<file path="src/rtl/ram_arb_pkg.sv">
// Shared types for the data-RAM arbiter: store-width encodings and port identifiers.
package ram_arb_pkg;

    typedef enum logic [1:0] {
        ST_B = 2'd0,
        ST_H = 2'd1,
        ST_W = 2'd2
    } storeops_e;

    typedef enum logic {
        PORT_CORE = 1'b0,
        PORT_DBG  = 1'b1
    } port_e;

    // The grant is one-hot, so bit 1 alone identifies the debug port.
    function automatic port_e winner_of(input logic [1:0] grant);
        return grant[1] ? PORT_DBG : PORT_CORE;
    endfunction

endpackage

</file>
<file path="src/rtl/ram_arb_if.sv">
// One requester port of the data-RAM arbiter: request handshake plus read response.
interface ram_arb_if #(
    parameter int ADDR_W = 32,
    parameter int DATA_W = 32
);
    import ram_arb_pkg::*;

    logic              valid;
    logic              ready;
    logic [ADDR_W-1:0] addr;
    logic [DATA_W-1:0] wdata;
    logic              we;
    logic [1:0]        storeops;
    logic              lock;
    logic              rsp_valid;
    logic [DATA_W-1:0] rsp_rdata;

    modport master (
        output valid, addr, wdata, we, storeops, lock,
        input  ready, rsp_valid, rsp_rdata
    );

    modport slave (
        input  valid, addr, wdata, we, storeops, lock,
        output ready, rsp_valid, rsp_rdata
    );

endinterface

</file>
<file path="src/rtl/ram_arb_rr_pick2.sv">
// Two-way round-robin picker with optional grant lock; purely combinational one-hot grant.
module rr_pick2
    import ram_arb_pkg::*;
(
    input  logic       valid0,
    input  logic       valid1,
    input  port_e      last_grant,
    input  logic       lock_act,
    input  port_e      lock_owner,
    output logic [1:0] grant
);

    always_comb begin
        grant = 2'b00;
        if (lock_act) begin
            // A held lock starves the other port even when the owner is idle.
            if (lock_owner == PORT_DBG) grant = {valid1, 1'b0};
            else                        grant = {1'b0, valid0};
        end else if (valid0 && valid1) begin
            grant = (last_grant == PORT_DBG) ? 2'b01 : 2'b10;
        end else begin
            grant = {valid1, valid0};
        end
    end

endmodule

</file>
<file path="src/rtl/ram_arb.sv">
// Arbiter sharing the data RAM between the core (port 0) and the debug/loader master (port 1).
// Define RAM_ARB_LOCK_EN to let a master hold the grant across transfers for atomic sequences.
module ram_arb
    import ram_arb_pkg::*;
#(
    parameter int ADDR_W = 32,
    parameter int DATA_W = 32
) (
    input  logic              CLK,
    input  logic              reset,
    ram_arb_if.slave          req0,
    ram_arb_if.slave          req1,
    output logic [ADDR_W-1:0] ram_addr,
    output logic [DATA_W-1:0] ram_wdata,
    output logic              ram_read,
    output logic              ram_write,
    output logic [1:0]        ram_storeops,
    input  logic [DATA_W-1:0] ram_rdata
);

    port_e      last_grant;
    logic       rsp_pend;
    port_e      rsp_port;
    logic       lock_act;
    port_e      lock_owner;
    logic [1:0] pick;
    logic [1:0] grant;
    logic       xfer;
    port_e      win;
    logic       win_we;

`ifdef RAM_ARB_LOCK_EN
    logic win_lock;

    assign win_lock = (win == PORT_DBG) ? req1.lock : req0.lock;

    // Every accepted transfer rewrites the lock; only the owner can transfer while it is held.
    always_ff @(posedge CLK) begin
        if (reset) begin
            lock_act   <= 1'b0;
            lock_owner <= PORT_CORE;
        end else if (xfer) begin
            lock_act   <= win_lock;
            lock_owner <= win;
        end
    end
`else
    logic unused_lock;

    assign lock_act    = 1'b0;
    assign lock_owner  = PORT_CORE;
    assign unused_lock = req0.lock ^ req1.lock;
`endif

    rr_pick2 u_pick (
        .valid0     (req0.valid),
        .valid1     (req1.valid),
        .last_grant (last_grant),
        .lock_act   (lock_act),
        .lock_owner (lock_owner),
        .grant      (pick)
    );

    assign grant      = reset ? 2'b00 : pick;
    assign req0.ready = grant[0];
    assign req1.ready = grant[1];
    assign xfer       = |grant;
    assign win        = winner_of(grant);
    assign win_we     = (win == PORT_DBG) ? req1.we : req0.we;

    always_comb begin
        ram_addr     = '0;
        ram_wdata    = '0;
        ram_storeops = 2'b00;
        ram_read     = 1'b0;
        ram_write    = 1'b0;
        if (xfer) begin
            if (win == PORT_DBG) begin
                ram_addr     = req1.addr;
                ram_wdata    = req1.wdata;
                ram_storeops = req1.storeops;
            end else begin
                ram_addr     = req0.addr;
                ram_wdata    = req0.wdata;
                ram_storeops = req0.storeops;
            end
            ram_write = win_we;
            ram_read  = ~win_we;
        end
    end

    always_ff @(posedge CLK) begin
        if (reset) begin
            last_grant <= PORT_DBG;
            rsp_pend   <= 1'b0;
            rsp_port   <= PORT_CORE;
        end else begin
            rsp_pend <= xfer & ~win_we;
            if (xfer) begin
                last_grant <= win;
                rsp_port   <= win;
            end
        end
    end

    // Reset masks a response already in flight so it never reaches a requester.
    assign req0.rsp_valid = rsp_pend & ~reset & (rsp_port == PORT_CORE);
    assign req1.rsp_valid = rsp_pend & ~reset & (rsp_port == PORT_DBG);
    assign req0.rsp_rdata = req0.rsp_valid ? ram_rdata : '0;
    assign req1.rsp_rdata = req1.rsp_valid ? ram_rdata : '0;

endmodule

</file>
<file path="src/flat_wrapper.sv">
// flat-port wrapper written by rule: the top's interface ports become plain ports
module ram_arb_flat import ram_arb_pkg::*;
#(
    parameter int ADDR_W = 32,
    parameter int DATA_W = 32
)
  (CLK, reset, ram_addr, ram_wdata, ram_read, ram_write, ram_storeops, ram_rdata, req0_valid, req0_addr, req0_wdata, req0_we, req0_storeops, req0_lock, req0_ready, req0_rsp_valid, req0_rsp_rdata, req1_valid, req1_addr, req1_wdata, req1_we, req1_storeops, req1_lock, req1_ready, req1_rsp_valid, req1_rsp_rdata);
  ram_arb_if #(.ADDR_W(ADDR_W), .DATA_W(DATA_W)) req0_i ();
  ram_arb_if #(.ADDR_W(ADDR_W), .DATA_W(DATA_W)) req1_i ();
  input  logic CLK;
  input  logic reset;
  output logic [ADDR_W-1:0] ram_addr;
  output logic [DATA_W-1:0] ram_wdata;
  output logic ram_read;
  output logic ram_write;
  output logic [1:0] ram_storeops;
  input  logic [DATA_W-1:0] ram_rdata;
  input wire logic [$bits(req0_i.valid)-1:0] req0_valid;
  input wire logic [$bits(req0_i.addr)-1:0] req0_addr;
  input wire logic [$bits(req0_i.wdata)-1:0] req0_wdata;
  input wire logic [$bits(req0_i.we)-1:0] req0_we;
  input wire logic [$bits(req0_i.storeops)-1:0] req0_storeops;
  input wire logic [$bits(req0_i.lock)-1:0] req0_lock;
  output wire logic [$bits(req0_i.ready)-1:0] req0_ready;
  output wire logic [$bits(req0_i.rsp_valid)-1:0] req0_rsp_valid;
  output wire logic [$bits(req0_i.rsp_rdata)-1:0] req0_rsp_rdata;
  input wire logic [$bits(req1_i.valid)-1:0] req1_valid;
  input wire logic [$bits(req1_i.addr)-1:0] req1_addr;
  input wire logic [$bits(req1_i.wdata)-1:0] req1_wdata;
  input wire logic [$bits(req1_i.we)-1:0] req1_we;
  input wire logic [$bits(req1_i.storeops)-1:0] req1_storeops;
  input wire logic [$bits(req1_i.lock)-1:0] req1_lock;
  output wire logic [$bits(req1_i.ready)-1:0] req1_ready;
  output wire logic [$bits(req1_i.rsp_valid)-1:0] req1_rsp_valid;
  output wire logic [$bits(req1_i.rsp_rdata)-1:0] req1_rsp_rdata;
  assign req0_i.valid = req0_valid;
  assign req0_i.addr = req0_addr;
  assign req0_i.wdata = req0_wdata;
  assign req0_i.we = req0_we;
  assign req0_i.storeops = req0_storeops;
  assign req0_i.lock = req0_lock;
  assign req0_ready = req0_i.ready;
  assign req0_rsp_valid = req0_i.rsp_valid;
  assign req0_rsp_rdata = req0_i.rsp_rdata;
  assign req1_i.valid = req1_valid;
  assign req1_i.addr = req1_addr;
  assign req1_i.wdata = req1_wdata;
  assign req1_i.we = req1_we;
  assign req1_i.storeops = req1_storeops;
  assign req1_i.lock = req1_lock;
  assign req1_ready = req1_i.ready;
  assign req1_rsp_valid = req1_i.rsp_valid;
  assign req1_rsp_rdata = req1_i.rsp_rdata;
  ram_arb #(.ADDR_W(ADDR_W), .DATA_W(DATA_W)) u_core (.CLK(CLK), .reset(reset), .req0(req0_i), .req1(req1_i), .ram_addr(ram_addr), .ram_wdata(ram_wdata), .ram_read(ram_read), .ram_write(ram_write), .ram_storeops(ram_storeops), .ram_rdata(ram_rdata));
endmodule
</file>
<file path="config.mk">
export PLATFORM = sky130hd
export DESIGN_NAME = ram_arb_flat
export DESIGN_NICKNAME = d
export VERILOG_FILES = /design/src/rtl/ram_arb_pkg.sv /design/src/rtl/ram_arb_if.sv /design/src/rtl/ram_arb_rr_pick2.sv /design/src/rtl/ram_arb.sv /design/src/flat_wrapper.sv
export SDC_FILE = /design/constraint.sdc
export NUM_CORES = 1
export LEC_CHECK = 0
export ABC_AREA = 1
export CAP_MARGIN = 20
export CORE_AREA = 2 2 120 122
export DETAILED_ROUTE_END_ITERATION = 6
export DIE_AREA = 0 0 122 124
export PLACE_DENSITY_LB_ADDON = 0.12
export SYNTH_ARGS = -nofsm -noshare
export SYNTH_HDL_FRONTEND = slang
export SYNTH_SLANG_ARGS = --single-unit
</file>
<file path="constraint.sdc">
create_clock -name CLK -period 1.45 [get_ports CLK]
set_input_delay 0.29 -clock CLK [delete_from_list [all_inputs] [get_ports CLK]]
set_output_delay 0.29 -clock CLK [all_outputs]
set_load 0.005 [all_outputs]
</file>
Word level (Yosys, flattened, before mapping) --
Index checks and enable logic that the tools add are counted.
Word-level totals: register bits 3, latch bits 0, bits in writable memories 0, memory bits (read-only) 0, bits of input ports 172, output and inout port bits 136, word-level logic and storage cells 27, memories kept 0
Operators by class: add/sub/neg operators 0, multipliers 0, div/mod/pow operators 0, magnitude comparators 0, eq/ne operators 0, shift operators 0, muxes and demuxes 15, bitwise logic cells 7, reduce and logical (&&, ||, !) cells 2
Operator list (number):
- 32-bit two-way mux | 6
- 2-bit two-way mux | 5
- 1-bit AND | 4
- 1-bit two-way mux | 4
- 1-bit inverter | 3
- 2-bit OR reduction | 1
- 1-bit logical AND | 1

Logic depth before layout (Yosys ltp) --
depth in word-level cells 7, mapped depth 7, depth with buffers taken out 6

Cells and area by module --
From an unflattened synthesis, not the netlist that was laid out.
Second synthesis, totals: cell total of the unflattened synthesis 497, area, all modules 2003.2 sq um
Modules (own cells, without submodules):
- ram_arb | instances 1, cells an instance 487, area an instance 1963.1 sq um, sequential area each 60.1 sq um
- rr_pick2 | instances 1, cells an instance 10, area an instance 40.0 sq um, sequential area each 0.0 sq um

Worst setup path after synthesis --
Ideal clock, no wire load.
path type reg-to-output, from register u_core.last_grant, to output port ram_addr[10], data arrival time 1.014 ns, required time 1.160 ns, slack 0.146 ns, stages on the path, launching flop included 6, buffers on the path 2, cell sequence dfxtp_1 nand2_1 nand3_4 buf_2 buf_6 a21oi_1
Between the ends: cells in the longest elaborated chain, start to end 6, elaborated cells on any way between the ends 7, classes of those cells mux (6); reduce/logical (1)
Ends and longest elaborated chain:
- start: declaration | RTL line ram_arb.sv:21 | port_e last_grant;
- start signal: assignment | RTL line ram_arb.sv:100 | last_grant <= win;
- 2-bit two-way mux * | RTL line ram_arb_rr_pick2.sv:20 | grant = (last_grant == PORT_DBG) ? 2'b01 : 2'b10;
- 2-bit two-way mux * | RTL line ram_arb_rr_pick2.sv:19 | end else if (valid0 && valid1) begin
- 2-bit two-way mux * | RTL line ram_arb.sv:64 | assign grant = reset ? 2'b00 : pick;
- 1-bit two-way mux | RTL line ram_arb_pkg.sv:17 | return grant[1] ? PORT_DBG : PORT_CORE;
- 32-bit two-way mux | RTL line ram_arb.sv:78 | if (win == PORT_DBG) begin
- 32-bit two-way mux * | RTL line ram_arb.sv:77 | if (xfer) begin
- end: declaration | RTL line flat_wrapper.sv:12 | output logic [ADDR_W-1:0] ram_addr;
Every way passes the cells marked *; elsewhere a longest branch is shown, timed or not.

Worst setup path in the final report --
from register u_core.last_grant, to output port ram_wdata[26]
Between the ends: cells in the longest elaborated chain, start to end 6, elaborated cells on any way between the ends 7, classes of those cells mux (6); reduce/logical (1)
Ends and longest elaborated chain:
- 2-bit two-way mux * | RTL line ram_arb_rr_pick2.sv:20
- 2-bit two-way mux * | RTL line ram_arb_rr_pick2.sv:19
- 2-bit two-way mux * | RTL line ram_arb.sv:64
- 1-bit two-way mux | RTL line ram_arb_pkg.sv:17
- 32-bit two-way mux | RTL line ram_arb.sv:78
- 32-bit two-way mux * | RTL line ram_arb.sv:77
- end: declaration | RTL line flat_wrapper.sv:13 | output logic [DATA_W-1:0] ram_wdata;
Marks and branches as above.

==> flow_metrics.tcl <==
set metrics [dict create \
    drt_iter0_drc 80 \
    yosysSeqAreaShare 0.0362 \
    cp.depth 9 \
    syn_area_um2 1660 \
    pin_count 308 \
    period_needed_ns 1.82 \
    cts_hold_buf 0 \
    pwr-share-seq 0.041 \
    final_layout_size_suffix_gt1_frac 0.587 \
    comb_power_share 0.773 \
    ys_types 16 \
    grt_use_total 0.177 \
    clk_latency_ns 0.22 \
    slew_headroom 0.864 \
    antenna_found_initial 0 \
    cts_made_buffers 3 \
    clk_path_buf_depth 2 \
    post-route-period-util 1.25 \
    num-fill-cells 1333 \
    yosysWarnings 0 \
    finalSetupViolations 118 \
    drt-total-wl_um 15200 \
    rrSetupSlack_ns 0.29 \
    grt_max_degree 27 \
    cp-start-kind "register" \
    worstReg2RegStart "u_core.last_grant$_SDFFE_PP1P_" \
    drv_slew 0 \
    cts-root-buf "clkbuf_16" \
    worstReg2RegEnd "u_core.rsp_pend$_SDFF_PP0_" \
    cts_tree "yes" \
    grt_pass1_vias 4104 \
    gp_congestion 0.787 \
    overflow 0 \
    path_class "reg -> out" \
    die_y_um 124 \
    fp.dieW_um 122 \
    num-nets-final 921 \
    via_per_inst 4.35 \
    cp_num_buf_inv 5 \
    cp_max_fo 4 \
    drc 0 \
    num_vias 4037 \
    hold_viol 0 \
    final_cells 928 \
    post-route-util 0.498 \
    layout_commonest_cell "clkdlybuf4s50_1" \
    path_common_cell "buf_12" \
    synth_fp_nets 534 \
    path_clk_slew_ns 0.03 \
    insertedDiodeCount 0 \
    tightestPinTransition_ns 0.204 \
    crit_family "buffers and inverters" \
    drt_first_pass_iters 4 \
    endpoint "ram_wdata[26]" \
    ys_ff_latch 3 \
    violations "negative setup slack" \
    avgSynthCellArea_um2 4.59 \
    clkPwrFrac 0.186 \
    numPortBuffers 305 \
    worstPathArrival_ns 1.53 \
    maxCapViolations 0 \
    dpl-instance-area_um2 5030 \
    status "finished, violations left" \
    r2r_cells 8 \
    syn_inst 362 \
    startpoint "u_core.last_grant$_SDFFE_PP1P_" \
    cpPeakStageDelay_ns 0.32 \
    layout_setup_ws_ns -0.366 \
    critPathSlowestCell "dfxtp_2" \
    dieArea_um2 15100 \
    power.switching_uw 837 \
    p_leak_nw 3.09 \
    path_cells "nand2_4 -> nand3_4 -> buf_12 -> buf_12 -> buf_16 -> buf_12 -> nor2_4 -> a21oi_2 -> buf_2" \
    dpl.hpwl_um 9230 \
    rsz0062_at_grt "yes" \
    skew_ns 0.00102 \
    mostFrequentLayoutCells "clkdlybuf4s50_1, buf_2, nor2_4" \
    swShare 0.351 \
    dp_cells 839 \
    crit_required_ns 1.16 \
    wl_per_cell_um 16.4 \
    max_freq_ghz 0.551 \
    power_density_nw_per_um2 349 \
    initial_core_util 0.121 \
    ant_nets 0 \
    cts_max_level 1 \
    grt_pass1_wl_um 20800 \
    hp-class "in -> reg" \
    fin_area_um2 6830 \
    worst_ir_drop_vdd_uv 350 \
    cts_sinks 3 \
    area_growth_pct 311 \
    num_rows 43 \
    cellInternalPower_mw 1.55 \
    critPathCaptureType "primary output" \
    core_area_um2 13700 \
]
per-layer routing:
layer / up-vias / GRT usage / wire, um
li1: 1937 / - / -
met1: 1884 / 0.166 / 4970
met2: 198 / 0.374 / 8630
met3: 18 / 0.0513 / 1370
met4: 0 / 0.0366 / 215
met5: - / 0 / 0
layout make-up:
type	instances	area, um^2	area share
flip-flops and latches	3	68.8	0.0101
well taps	180	225	0.0330
multi-input cells	282	2230	0.326
inverters	43	176	0.0258
clock buffers	4	78.8	0.0115
repair buffers	416	4050	0.594
kinds of logic (layout without fill, tap and decap cells):
kind of cell           count (synthesis)  count (layout)  share of synthesized area
AND/OR/NAND/NOR                      216             216                      0.552
AO/OA/AOI/OAI                         66              66                      0.200
buffers and inverters                 77             463                      0.211
flip-flops                             3               3                     0.0362
through the flow:
step                      hold slack, ns  setup WS, ns  total power [mW]  setup TNS, ns
after floorplan                    0.419         0.146             0.465              0
after CTS                          0.326        -0.431              2.27         -35.88
after global routing               0.368        -0.409              2.52         -32.38
after global placement             0.588         -1.01              1.42        -116.17
final                              0.369        -0.366              2.38         -26.03
after detailed placement           0.591         -1.04              1.42        -117.73
power by group through the flow:
stage | Sequential [mW] | Combinational, mW | Clock [mW]
floorplan | 0.0944 | 0.370 | 0
global placement | 0.0954 | 1.32 | 0
detailed placement | 0.0952 | 1.33 | 0
CTS | 0.0974 | 1.73 | 0.446
global route | 0.0988 | 1.97 | 0.455
finish | 0.0983 | 1.84 | 0.443
how the worst min path moves through the flow:
| stage | from | endpoint | slack [ns] | cells after the start |
|---|---|---|---|---|
| floorplan | req0_valid | u_core.last_grant$_SDFFE_PP1P_ | 0.42 | 1 |
| global placement | u_core.rsp_port$_SDFFE_PP0P_ | u_core.rsp_port$_SDFFE_PP0P_ | 0.59 | 3 |
| detailed placement | u_core.rsp_port$_SDFFE_PP0P_ | u_core.rsp_port$_SDFFE_PP0P_ | 0.59 | 3 |
| CTS | req0_valid | u_core.last_grant$_SDFFE_PP1P_ | 0.33 | 2 |
| global route | req0_valid | u_core.last_grant$_SDFFE_PP1P_ | 0.37 | 2 |
| finish | req0_valid | u_core.last_grant$_SDFFE_PP1P_ | 0.37 | 2 |
synthesized netlist by cell type:
cell / number / share of area
a21oi_1: 65 / 0.20
buf_2: 13 / 0.039
dfxtp_1: 3 / 0.036
buf_1: 1 / 0.0023
o211ai_1: 1 / 0.0045
nand2_1: 12 / 0.027
buf_4: 2 / 0.0090
clkbuf_1: 13 / 0.029
nand3_1: 68 / 0.20
buf_6: 5 / 0.034
nand3_4: 1 / 0.011
inv_1: 42 / 0.095
nor2_2: 1 / 0.0038
nor2_1: 132 / 0.30
nand4_1: 2 / 0.0075
inv_2: 1 / 0.0023
registers in the layout (all words and copies together), names as in the netlist:
register / flops
u_core.last_grant: 1
u_core.rsp_pend: 1
u_core.rsp_port: 1
worst reg2reg max path, stage by stage, from the launching register on:
cell	delay (ns)
dfxtp_2	0.32
nand2_4	0.07
nand3_4	0.10
buf_6	0.15
buf_6	0.13
buf_12	0.14
nand2_4	0.06
nand2_4	0.05
nor2_1	0.07
repair_timing:
action | in CTS | in global routing
hold endpoints to repair | 0 | 0
setup endpoints to repair | 136 | 134
cloned | 20 | 3
resized for setup | 769 | 164
buffers inserted | 69 | 14
pin swaps | 36 | 36
(Power assumes the default switching activity.)
